$ cat src/rtl/alu_seq_pkg.sv
// alu_seq_pkg
//   Shared definitions for the ALU control sequencer: opcode constants,
//   the sequencer state enumeration and the decoded control-word record.
//   No ports; imported by alu_seq_decode and alu_control_sequencer.
package alu_seq_pkg;

  localparam logic [3:0] OP_NOP    = 4'h0;
  localparam logic [3:0] OP_LDA    = 4'h1;
  localparam logic [3:0] OP_LDB    = 4'h2;
  localparam logic [3:0] OP_ADD    = 4'h3;
  localparam logic [3:0] OP_SUB    = 4'h4;
  localparam logic [3:0] OP_OUTA   = 4'h5;
  localparam logic [3:0] OP_OUTBUS = 4'h6;
  localparam logic [3:0] OP_SKZ    = 4'h7;
  localparam logic [3:0] OP_SKC    = 4'h8;
  localparam logic [3:0] OP_TAB    = 4'h9;
  localparam logic [3:0] OP_HLT    = 4'hF;

  typedef enum logic [2:0] {
    ST_IDLE = 3'd0,
    ST_T1   = 3'd1,
    ST_T2   = 3'd2,
    ST_T3   = 3'd3,
    ST_HALT = 3'd4
  } seq_state_t;

  // Active-high intent bits; the top module converts the load strobes to
  // the active-low datapath polarity when it registers them.
  typedef struct packed {
    logic load_a;     // T2: load register A
    logic load_b;     // T2: load register B
    logic en_a;       // T2: register A onto bus
    logic en_u;       // T2: ALU result onto bus
    logic sub;        // T1..T3: ALU subtract
    logic upd_flags;  // end of T3: capture carry/zero
    logic bus_set;    // T3: output shows bus
    logic bus_clr;    // T3: output shows register A
    logic skip_z;     // end of T3: arm skip if zero flag set
    logic skip_c;     // end of T3: arm skip if carry flag set
    logic halt;       // T3 -> HALT
    logic illegal;    // unknown opcode
  } ctrl_word_t;

endpackage

$ cat src/rtl/alu_seq_decode.sv
// alu_seq_decode
//   Purely combinational opcode decoder.
//   Ports:
//     op   in  4  opcode to decode
//     word out    decoded control word (ctrl_word_t)
module alu_seq_decode
  import alu_seq_pkg::*;
(
  input  logic [3:0]  op,
  output ctrl_word_t  word
);

  always_comb begin
    word = '0;
    case (op)
      OP_NOP:    ;
      OP_LDA:    word.load_a = 1'b1;
      OP_LDB:    word.load_b = 1'b1;
      OP_ADD: begin
        word.en_u      = 1'b1;
        word.load_a    = 1'b1;
        word.upd_flags = 1'b1;
      end
      OP_SUB: begin
        word.en_u      = 1'b1;
        word.load_a    = 1'b1;
        word.sub       = 1'b1;
        word.upd_flags = 1'b1;
      end
      OP_OUTA:   word.bus_clr = 1'b1;
      OP_OUTBUS: word.bus_set = 1'b1;
      OP_SKZ:    word.skip_z  = 1'b1;
      OP_SKC:    word.skip_c  = 1'b1;
      OP_TAB: begin
        word.en_a   = 1'b1;
        word.load_b = 1'b1;
      end
      OP_HLT:    word.halt    = 1'b1;
      default:   word.illegal = 1'b1;  // 0xA..0xE behave as NOP
    endcase
  end

endmodule

$ cat src/rtl/alu_control_sequencer.sv
// alu_control_sequencer
//   Four-phase (IDLE/T1/T2/T3) control sequencer for a small accumulator
//   datapath, with HALT as a terminal state. All control outputs come
//   straight from flops: each is loaded with the value belonging to the
//   state being entered, so nothing combinational reaches the datapath.
//   Ports:
//     clk, rst_n            clock, asynchronous active-low reset
//     instr_valid/op/ready  instruction handshake (ready only in IDLE)
//     cf_in, zf_in          datapath flags, sampled at the end of T3
//     ctrl_*                datapath control word (nla/nlb active low)
//     done, skipped         retire pulses (in T3)
//     cf_q, zf_q            latched flags
//     illegal               sticky unknown-opcode indication
//     halted                sequencer stopped by HLT
module alu_control_sequencer
  import alu_seq_pkg::*;
(
  input  logic       clk,
  input  logic       rst_n,
  input  logic       instr_valid,
  input  logic [3:0] instr_op,
  output logic       instr_ready,
  input  logic       cf_in,
  input  logic       zf_in,
  output logic       ctrl_bus_sel,
  output logic       ctrl_nla,
  output logic       ctrl_nlb,
  output logic       ctrl_ea,
  output logic       ctrl_eu,
  output logic       ctrl_sub,
  output logic       done,
  output logic       skipped,
  output logic       cf_q,
  output logic       zf_q,
  output logic       illegal,
  output logic       halted
);

  seq_state_t state_reg, state_next;
  logic [3:0] op_reg, op_next;
  logic       skip_armed_reg, skip_armed_next;    // set by a taken SKZ/SKC
  logic       skip_active_reg, skip_active_next;  // current instr is skipped
  logic       nla_reg, nla_next, nlb_reg, nlb_next;
  logic       ea_reg, ea_next, eu_reg, eu_next, sub_reg, sub_next;
  logic       bus_sel_reg, bus_sel_next;
  logic       done_reg, done_next, skipped_reg, skipped_next;
  logic       cf_reg, cf_next, zf_reg, zf_next;
  logic       illegal_reg, illegal_next, halted_reg, halted_next;

  logic       accept;
  logic       skip_eff;
  logic       busy_next;
  logic [3:0] dec_op;
  ctrl_word_t word, word_eff;

  // In IDLE the decoder looks at the offered opcode so the T1 control
  // values (ctrl_sub) can be registered on the accepting edge.
  assign dec_op = (state_reg == ST_IDLE) ? instr_op : op_reg;

  alu_seq_decode u_decode (
    .op   (dec_op),
    .word (word)
  );

  assign accept   = instr_valid && (state_reg == ST_IDLE);
  assign skip_eff = (state_reg == ST_IDLE) ? skip_armed_reg : skip_active_reg;
  // A skipped instruction keeps every effect off, including SKZ/SKC
  // re-arming, so skips never chain.
  assign word_eff = skip_eff ? '0 : word;

  always_comb begin
    state_next       = state_reg;
    op_next          = op_reg;
    skip_armed_next  = skip_armed_reg;
    skip_active_next = skip_active_reg;
    bus_sel_next     = bus_sel_reg;
    cf_next          = cf_reg;
    zf_next          = zf_reg;
    illegal_next     = illegal_reg;

    case (state_reg)
      ST_IDLE: if (instr_valid) state_next = ST_T1;
      ST_T1:   state_next = ST_T2;
      ST_T2:   state_next = ST_T3;
      ST_T3:   state_next = word_eff.halt ? ST_HALT : ST_IDLE;
      ST_HALT: state_next = ST_HALT;
      default: state_next = ST_IDLE;
    endcase

    if (accept) begin
      op_next          = instr_op;
      skip_active_next = skip_armed_reg;
      skip_armed_next  = 1'b0;
      illegal_next     = illegal_reg | word.illegal;
    end

    if (state_reg == ST_T3) begin
      if (word_eff.upd_flags) begin
        cf_next = cf_in;
        zf_next = zf_in;
      end
      if ((word_eff.skip_z && zf_reg) || (word_eff.skip_c && cf_reg))
        skip_armed_next = 1'b1;
    end

    busy_next = (state_next == ST_T1) || (state_next == ST_T2) ||
                (state_next == ST_T3);

    nla_next = !((state_next == ST_T2) && word_eff.load_a);
    nlb_next = !((state_next == ST_T2) && word_eff.load_b);
    ea_next  = (state_next == ST_T2) && word_eff.en_a;
    eu_next  = (state_next == ST_T2) && word_eff.en_u;
    sub_next = busy_next && word_eff.sub;

    if (state_next == ST_T3) begin
      if (word_eff.bus_set)      bus_sel_next = 1'b1;
      else if (word_eff.bus_clr) bus_sel_next = 1'b0;
    end

    done_next    = (state_next == ST_T3);
    skipped_next = (state_next == ST_T3) && skip_eff;
    halted_next  = (state_next == ST_HALT);
  end

  always_ff @(posedge clk or negedge rst_n) begin
    if (!rst_n) begin
      state_reg       <= ST_IDLE;
      op_reg          <= OP_NOP;
      skip_armed_reg  <= 1'b0;
      skip_active_reg <= 1'b0;
      nla_reg         <= 1'b1;
      nlb_reg         <= 1'b1;
      ea_reg          <= 1'b0;
      eu_reg          <= 1'b0;
      sub_reg         <= 1'b0;
      bus_sel_reg     <= 1'b0;
      done_reg        <= 1'b0;
      skipped_reg     <= 1'b0;
      cf_reg          <= 1'b0;
      zf_reg          <= 1'b0;
      illegal_reg     <= 1'b0;
      halted_reg      <= 1'b0;
    end else begin
      state_reg       <= state_next;
      op_reg          <= op_next;
      skip_armed_reg  <= skip_armed_next;
      skip_active_reg <= skip_active_next;
      nla_reg         <= nla_next;
      nlb_reg         <= nlb_next;
      ea_reg          <= ea_next;
      eu_reg          <= eu_next;
      sub_reg         <= sub_next;
      bus_sel_reg     <= bus_sel_next;
      done_reg        <= done_next;
      skipped_reg     <= skipped_next;
      cf_reg          <= cf_next;
      zf_reg          <= zf_next;
      illegal_reg     <= illegal_next;
      halted_reg      <= halted_next;
    end
  end

  assign instr_ready  = (state_reg == ST_IDLE);
  assign ctrl_nla     = nla_reg;
  assign ctrl_nlb     = nlb_reg;
  assign ctrl_ea      = ea_reg;
  assign ctrl_eu      = eu_reg;
  assign ctrl_sub     = sub_reg;
  assign ctrl_bus_sel = bus_sel_reg;
  assign done         = done_reg;
  assign skipped      = skipped_reg;
  assign cf_q         = cf_reg;
  assign zf_q         = zf_reg;
  assign illegal      = illegal_reg;
  assign halted       = halted_reg;

endmodule

$ cat config.mk
export PLATFORM = sky130hd
export DESIGN_NAME = alu_control_sequencer
export DESIGN_NICKNAME = d
export VERILOG_FILES = /design/src/rtl/alu_seq_pkg.sv /design/src/rtl/alu_seq_decode.sv /design/src/rtl/alu_control_sequencer.sv
export SDC_FILE = /design/constraint.sdc
export NUM_CORES = 1
export LEC_CHECK = 0
export CORE_AREA = 8 8 49 70
export CTS_CLUSTER_DIAMETER = 30
export DETAILED_ROUTE_END_ITERATION = 6
export DIE_AREA = 0 0 57 78
export GPL_ROUTABILITY_DRIVEN = 0
export PLACE_DENSITY = 0.77
export SLEW_MARGIN = 20
export SYNTH_ARGS = -nofsm -noshare
export SYNTH_HDL_FRONTEND = slang
export SYNTH_SLANG_ARGS = --single-unit
$ cat constraint.sdc
create_clock -name clk -period 1.8 [get_ports clk]
set_clock_uncertainty 0.2 [all_clocks]
set_input_delay 0.36 -clock clk [delete_from_list [all_inputs] [get_ports clk]]
set_output_delay 0.36 -clock clk [all_outputs]
set_load 0.01 [all_outputs]
After elaboration in Yosys (flattened, before gate mapping) --
Index checks and enable logic that the tools add are counted.
Word-level totals: input bits 9, logic and storage cells 80, bits in registers 21
Operators by class: reduce and logical (&&, ||, !) cells 23, bitwise operators 1, eq/ne operators 18, mux-type cells 22
Operator list (number):
- $mux W1 | 17
- $eq A4 B3 Y1 const B | 4
- $pmux W3 S5 | 1
- $eq A3 B2 Y1 const B | 4
- $eq A4 B4 Y1 const B | 3
- $mux W12 | 1
- $reduce_or A11 Y1 | 1
- $logic_and A1 B1 Y1 | 9
- $eq A4 B2 Y1 const B | 2
- $eq A3 B1 Y1 const B | 2
- $eq A3 B3 Y1 const B | 2
- $mux W3 | 2
- $eq A4 B1 Y1 const B | 1
- $logic_not A4 Y1 | 1
- $mux W4 | 1
- $reduce_and A2 Y1 | 2
- $reduce_or A2 Y1 | 2
- $logic_not A3 Y1 | 1
- $logic_or A1 B1 Y1 | 3
- $reduce_or A3 Y1 | 1
- $logic_not A1 Y1 | 2
- $reduce_bool A2 Y1 | 1
- $or A1 B1 Y1 | 1

Logic depth before layout (Yosys ltp) --
Gate-level depths: netlist (run 1).
depth after elaboration 12, depth in mapped cells 6

By module --
A second synthesis (run 1) with hierarchy kept.
Second synthesis, totals: cell total of the unflattened synthesis 91, area total of the unflattened synthesis 1054.8 sq um
Modules (own cells, without submodules):
- alu_control_sequencer | seq. area each 528.0 sq um, instances 1, area each 923.4 sq um, cells an instance 69
- alu_seq_decode | seq. area each 0.0 sq um, instances 1, area each 131.4 sq um, cells an instance 22

Worst setup path before layout (run 1) --
Ideal clock, no wire load.
kind register -> register, start register state_reg[0], end register cf_reg, in the netlist cf_q, slack -0.178 ns, clock period less this slack 1.978 ns, data arrival time 1.652 ns, cell stages (with the launch flop) 5, setup time 0.125 ns, cells stage by stage dfrtp_1 buf_6 or3b_4 or4b_4 mux2_4
Between the ends: cells in the longest elaborated chain, start to end 7
Ends and longest elaborated chain:
- start: declaration | line alu_control_sequencer.sv:39 | seq_state_t state_reg, state_next;
- start signal: assignment | line alu_control_sequencer.sv:144 | state_reg <= state_next;
- $logic_not A3 Y1 | line alu_control_sequencer.sv:58, alu_control_sequencer.sv:66
- $mux W4 | line alu_control_sequencer.sv:58 | assign dec_op = (state_reg == ST_IDLE) ? instr_op : op_reg;
- $eq A4 B2 Y1 / $eq A4 B3 Y1 (equally long branches) | line alu_seq_decode.sv:15 | case (op)
- $reduce_or A2 Y1 (no line)
- $mux W1 | line alu_seq_decode.sv:15
- $mux W12 | line alu_control_sequencer.sv:69 | assign word_eff = skip_eff ? '0 : word;
- $reduce_and A2 Y1 (no line) (*)
- end signal: assignment | line alu_control_sequencer.sv:156 | cf_reg <= cf_next;
- end: declaration | line alu_control_sequencer.sv:47 | logic cf_reg, cf_next, zf_reg, zf_next;
Mark *: on every way between the ends. The rest lies on a longest branch, timed or not. A chain may end at the register's enable or synchronous reset.

Worst setup path after layout (run 1) --
start register state_reg[2], end register zf_reg, in the netlist zf_q
Between the ends: cells in the longest elaborated chain, start to end 7
Ends and longest elaborated chain:
- $logic_not A3 Y1 | line alu_control_sequencer.sv:58, alu_control_sequencer.sv:66
- $mux W4 | line alu_control_sequencer.sv:58
- $eq A4 B2 Y1 / $eq A4 B3 Y1 (equally long branches) | line alu_seq_decode.sv:15
- $reduce_or A2 Y1 (no line)
- $mux W1 | line alu_seq_decode.sv:15
- $mux W12 | line alu_control_sequencer.sv:69
- $reduce_and A2 Y1 (no line) (*)
- end signal: assignment | line alu_control_sequencer.sv:157 | zf_reg <= zf_next;
- end: declaration | line alu_control_sequencer.sv:47
Marked as above.

==> results.sh, run 1 <==
export IMPL_tns_ps=-608.2
export IMPL_wl_per_cell_um=15.51
export IMPL_cp_end_kind="flop"
export IMPL_p_sw_share_pct=36.95
export IMPL_synth_cell_type_count=35
export IMPL_drt_iter0_drc=20
export IMPL_gr_total_overflow=0
export IMPL_antenna_found_initial=0
export IMPL_min_path_type="input port to async pin"
export IMPL_numCtsBuffers=3
export IMPL_ir_drop_mv=0.9745
export IMPL_cts_root_buf="clkbuf_4"
export IMPL_synthAdderAreaFrac_pct=0
export IMPL_final_antenna_net_count=0
export IMPL_grt_pass1_vias=960
export IMPL_power_switching_uw=894.4
export IMPL_diodes=0
export IMPL_place_ws_ps=-159.2
export IMPL_startpoint_type="flop"
export IMPL_pwr_share_seq_pct=30.3
export IMPL_fillers=201
export IMPL_dr_pass1_iters=4
export IMPL_p_leak_uw=0.0006882
export IMPL_cts_tree="built"
export IMPL_holdWs_ps=182.3
export IMPL_path_clk_slew_ps=110
export IMPL_power_share_clock_pct=9.4
export IMPL_rr_startpoint="state_reg[2]"
export IMPL_fin_util_pct=61.26
export IMPL_ys_seq_elements=21
export IMPL_largest_reg_flops=4
export IMPL_cts_max_level=1
export IMPL_synth_edf_count=0
export IMPL_syn_to_final_growth_pct=46.78
export IMPL_totalWireLength_um=2482
export IMPL_powerDensity_mw_per_mm2=1631
export IMPL_synth_compound_area_share_pct=9.777
export IMPL_max_freq_mhz=513.6
export IMPL_rsz0062_at_grt="true"
export IMPL_path_max_fanout=3
export IMPL_nets=146
export IMPL_slew_violations=0
export IMPL_via_per_inst=5.450
export IMPL_critPathArrivalTime_ps=1950
export IMPL_hold_violations=0
export IMPL_die_w_um=57
export IMPL_die_area_mm2=0.004446
export IMPL_critical_path_class="flop to flop"
export IMPL_io_buffers=21
export IMPL_violations="negative setup slack"
export IMPL_tightestPinTransition_ps=275.3
export IMPL_ios=22
export IMPL_insertion_delay_ps=300
export IMPL_post_route_min_period_ps=1947
export IMPL_syn_nets=97
export IMPL_power_frac_comb_pct=60.3
export IMPL_synth_top_family_by_area="simple AND/OR/NAND/NOR gates"
export IMPL_rows=22
export IMPL_maxCapViolations=0
export IMPL_ff2ff_setup_slack_ps=-150
export IMPL_grt_max_degree=22
export IMPL_vias=872
export IMPL_synthCells=88
export IMPL_fin_ws_ps=-147.2
export IMPL_core_area_mm2=0.002422
export IMPL_synth_xor_area_share_pct=0.8663
export IMPL_slew_limit_headroom_pct=81.61
export IMPL_rr_endpoint="zf_q"
export IMPL_finalPower_uw=2421
export IMPL_clk_path_buf_depth=2
export IMPL_start_util_pct=41.74
export IMPL_worstPathRequired_ps=1800
export IMPL_ff2ff_path_depth=3
export IMPL_syn_avg_cell_area_um2=11.49
export IMPL_yosys_warnings=0
export IMPL_grt_usage_pct=11.28
export IMPL_yosys_area_share_simple_pct=20.30
export IMPL_internal_power_uw=1526
export IMPL_synthArstFlopShare_pct=100.0
export IMPL_yosys_mux_area_fraction_pct=14.60
export IMPL_hpwl_um=1873
export IMPL_syn_area_mm2=0.001011
export IMPL_period_share_pct=108.2
export IMPL_clock_sinks=21
export IMPL_setup_viol=8
export IMPL_outcome="finished, violations left"
export IMPL_die_h_um=78
export IMPL_ys_flop_type="dfrtp_1"
export IMPL_remaining_drc_errors=0
export IMPL_grt_pass1_wl_um=4174
export IMPL_synth_seq_area_share_pct=52.23
export IMPL_drive_gt1_share_pct=34.56
[what timing repair did]
item / in CTS / in global routing
cloned: 0 / 0
buffers inserted: 3 / 1
endpoints found under the hold margin: 0 / 0
resized for setup: 12 / 4
setup endpoints to repair: 13 / 14
pin swaps: 1 / 2
hold buffers: 0 / 0
[cells in the mapped netlist, drive strengths merged (3+ instances only)]
cell | instances | area [µm²]
nand3 | 4 | 20.02
o21ai | 5 | 25.02
mux2i | 5 | 50.05
dfrtp | 19 | 475.5
or3 | 3 | 21.27
mux2 | 8 | 97.59
nor2 | 6 | 22.52
nand2 | 6 | 22.52
[power by group through the flow]
stage                     logic (µW)  clock network (µW)  registers, µW
after CTS                       1390                 235            736
after detailed placement        1330                   0            751
after global placement          1310                   0            743
after global routing            1580                 252            754
final                           1460                 227            734
after floorplan                  644                   0            812
[layer usage]
metal,up-vias,wire length [µm],part of all wire (%),GRT usage (%)
met1,430,912,37,11.20
li1,419,-,-,-
met5,-,0,0,0
met3,4,136,5.5,2.769
met4,0,46,1.9,5.660
met2,19,1386,56,20.70
[worst max-delay path by stage]
stage	to	cells past startpoint	from
after floorplan	cf_q	4	state_reg[0]
after global placement	zf_q	3	state_reg[2]
after detailed placement	zf_q	3	state_reg[2]
after CTS	zf_q	3	state_reg[2]
after global routing	zf_q	3	state_reg[2]
final	zf_q	3	state_reg[2]
[through the flow]
step / cell area, µm² / cells
after floorplan: 1011 / 88
after global placement: 1394 / 152
after detailed placement: 1394 / 152
after CTS: 1456 / 159
after global routing: 1484 / 160
final: 1484 / 160
[area by class of cell]
type | instances | area (µm²) | share of cell area (%)
Sequential cell | 21 | 528.0 | 35.58
Timing Repair Buffer | 47 | 404.1 | 27.23
Tap cell | 24 | 30.03 | 2.024
Clock buffer | 4 | 26.28 | 1.771
Multi-Input combinational cell | 64 | 495.5 | 33.39
[critical path, cell delays in order, from the launching register on]
cell	delay, ps
dfrtp_1	420
or3b_4	410
or4b_4	510
mux2_4	310
[cell usage in the layout, fill, tap and decap left out, types with 2 or more instances in the layout]
cell and count:
o21ai_0 3, nand2_1 6, nor2b_1 2, mux2i_1 4
nor2_1 6, dlygate4sd2_1 4, mux2_4 2, nand4_1 2
dfstp_2 2, mux2_2 6, a21oi_1 2, dfrtp_1 19
nor3_1 2, a21o_1 2, buf_4 26, a41o_1 2
clkbuf_4 3, nand3_1 4, clkdlybuf4s50_1 15
[cell families (layout without fill, tap and decap cells)]
kind of cell / Yosys count / in the layout
AND/OR/NAND/NOR: 35 / 35
XOR/XNOR: 1 / 1
buffers and inverters: 3 / 51
multiplexers: 13 / 13
flip-flops: 21 / 21
AO/OA/AOI/OAI: 15 / 15
Power figures use the tool's default switching activity.
==> inputs of run 2 (changes only) <==
CORE_AREA = 8 8 57 83   (was 8 8 49 70)
DIE_AREA = 0 0 65 91   (was 0 0 57 78)
PLACE_DENSITY = 0.58   (was 0.77)
==> results.sh, run 2 (synthesized netlist as in run 1, its figures left out) <==
export IMPL_outcome="finished, violations left"
export IMPL_violations="negative setup slack"
export IMPL_post_route_min_period_ps=1978
export IMPL_tightestPinTransition_ps=353.0
export IMPL_hold_buffers=0
export IMPL_crit_slowest_cell="or4b_4"
export IMPL_fin_ws_ps=-178.3
export IMPL_layout_area_seq_um2=529.3
export IMPL_path_max_fanout=2
export IMPL_setup_viol=14
export IMPL_multi_input_area_um2=566.8
export IMPL_rr_endpoint="cf_q"
export IMPL_clock_sinks=21
export IMPL_antenna_found_initial=0
export IMPL_die_h_um=91
export IMPL_ir_drop_mv=0.8700
export IMPL_nets=150
export IMPL_drive_gt1_share_pct=44.29
export IMPL_final_antenna_net_count=0
export IMPL_fin_cells=183
export IMPL_totalWireLength_um=2619
export IMPL_grt_usage_pct=9.514
export IMPL_clk_path_buf_depth=2
export IMPL_dr_pass1_iters=4
export IMPL_ios=22
export IMPL_insertion_delay_ps=260
export IMPL_ff2ff_path_depth=4
export IMPL_core_area_mm2=0.003547
export IMPL_holdWs_ps=246.7
export IMPL_fillers=332
export IMPL_worstPathRequired_ps=1750
export IMPL_ff2ff_setup_slack_ps=-180
export IMPL_largest_reg_flops=4
export IMPL_fin_area_mm2=0.001665
export IMPL_rr_startpoint="state_reg[0]"
export IMPL_critical_path_class="flop to flop"
export IMPL_cp_end_kind="flop"
export IMPL_numCtsBuffers=3
export IMPL_remaining_drc_errors=0
export IMPL_via_per_inst=4.902
export IMPL_numPlacedInstances=171
export IMPL_grt_pass1_vias=990
export IMPL_io_buffers=21
export IMPL_min_path_type="input port to async pin"
export IMPL_gr_total_overflow=0
export IMPL_period_share_pct=109.9
export IMPL_hold_violations=0
export IMPL_slew_violations=0
export IMPL_rows=27
export IMPL_drt_iter0_drc=11
export IMPL_tns_ps=-1066
export IMPL_syn_to_final_growth_pct=64.73
export IMPL_die_area_mm2=0.005915
export IMPL_wl_per_cell_um=14.31
export IMPL_grt_pass1_wl_um=4471
export IMPL_p_leak_uw=0.0007481
export IMPL_cp_endpoint="cf_q"
export IMPL_path_cells="buf_6 > or3b_4 > or4b_4 > mux2_4"
export IMPL_vias=897
export IMPL_rsz0062_at_grt="true"
export IMPL_slew_limit_headroom_pct=76.41
export IMPL_hpwl_um=1887
export IMPL_cts_tree="built"
export IMPL_cp_slowest_stage_delay_ps=510
export IMPL_max_freq_mhz=505.5
export IMPL_path_clk_slew_ps=80
export IMPL_fin_util_pct=46.95
export IMPL_postPlaceCellArea_mm2=0.001418
export IMPL_maxCapViolations=0
export IMPL_startpoint_type="flop"
export IMPL_diodes=0
export IMPL_cts_root_buf="clkbuf_8"
export IMPL_grt_max_degree=22
export IMPL_startpoint="state_reg[0]"
export IMPL_powerDensity_mw_per_mm2=1737
export IMPL_critPathArrivalTime_ps=1930
export IMPL_start_util_pct=28.50
export IMPL_final_common_cell="buf_4"
export IMPL_die_w_um=65
export IMPL_most_common_layout_cells="22 x buf_4, 18 x dfrtp_1, 17 x clkdlybuf4s50_1"
export IMPL_cts_max_level=1
run 2: changes by cell type in the layout (fill, tap and decap cells not counted), moves of 2 or more:
cell             previous run  this run
buf_4                      26        22
buf_6                       0         8
clkbuf_4                    3         0
clkbuf_8                    0         3
clkdlybuf4s50_1            15        17
dlygate4sd2_1               4         2
mux2_2                      6         4
mux2_4                      2         4
mux2i_1                     4         2
nand3_1                     4         2
nand3_2                     0         2
run 2: final cells by class:
class | instances | area share, %
clock buffer | 4 | 2.705
multi-input combinational | 64 | 34.03
sequential | 21 | 31.78
tap | 43 | 3.231
timing repair buffer | 51 | 28.25
run 2: metal layers:
layer,share of wire [%],GRT usage [%],wire length (µm)
met1,38,9.611,992
met2,55,17.32,1446
met3,4.7,1.845,123
met4,2.2,5.484,57
met5,0,0,0
run 2: critical path: cells and delay by family (launching register included):
family        cells  cell delay, ps
simple gates      2             880
flops             1             380
mux               1             310
buf+inv           1             110
run 2: power by group:
group / internal, µW / switching (µW)
logic: 1050 / 758
clock network: 158 / 157
registers: 646 / 122
total: 1860 / 1040
run 2: timing repair:
action | 4_1_cts | 5_1_grt
setup buffers | 6 | 2
pin swaps | 6 | 4
resized for setup | 21 | 23
setup endpoints to repair | 17 | 16
run 2: how the worst min path moves through the flow:
| stage | cells past startpoint | from | to | slack [ps] |
|---|---|---|---|---|
| after CTS | 2 | rst_n | skip_armed_reg | 260 |
| after floorplan | 0 | rst_n | cf_q | -140 |
| final | 2 | rst_n | halted | 250 |
| after global routing | 2 | rst_n | skip_armed_reg | 280 |
| after global placement | 1 | illegal | illegal | 260 |
| after detailed placement | 1 | illegal | illegal | 270 |
run 2: metrics by stage:
step	total power, µW	worst slack (ps)
finish	2893	-178.3
global route	3097	-213.8
CTS	2650	-191.7
detailed placement	2098	-156.3
global placement	2078	-135.9
floorplan	1456	-144.9
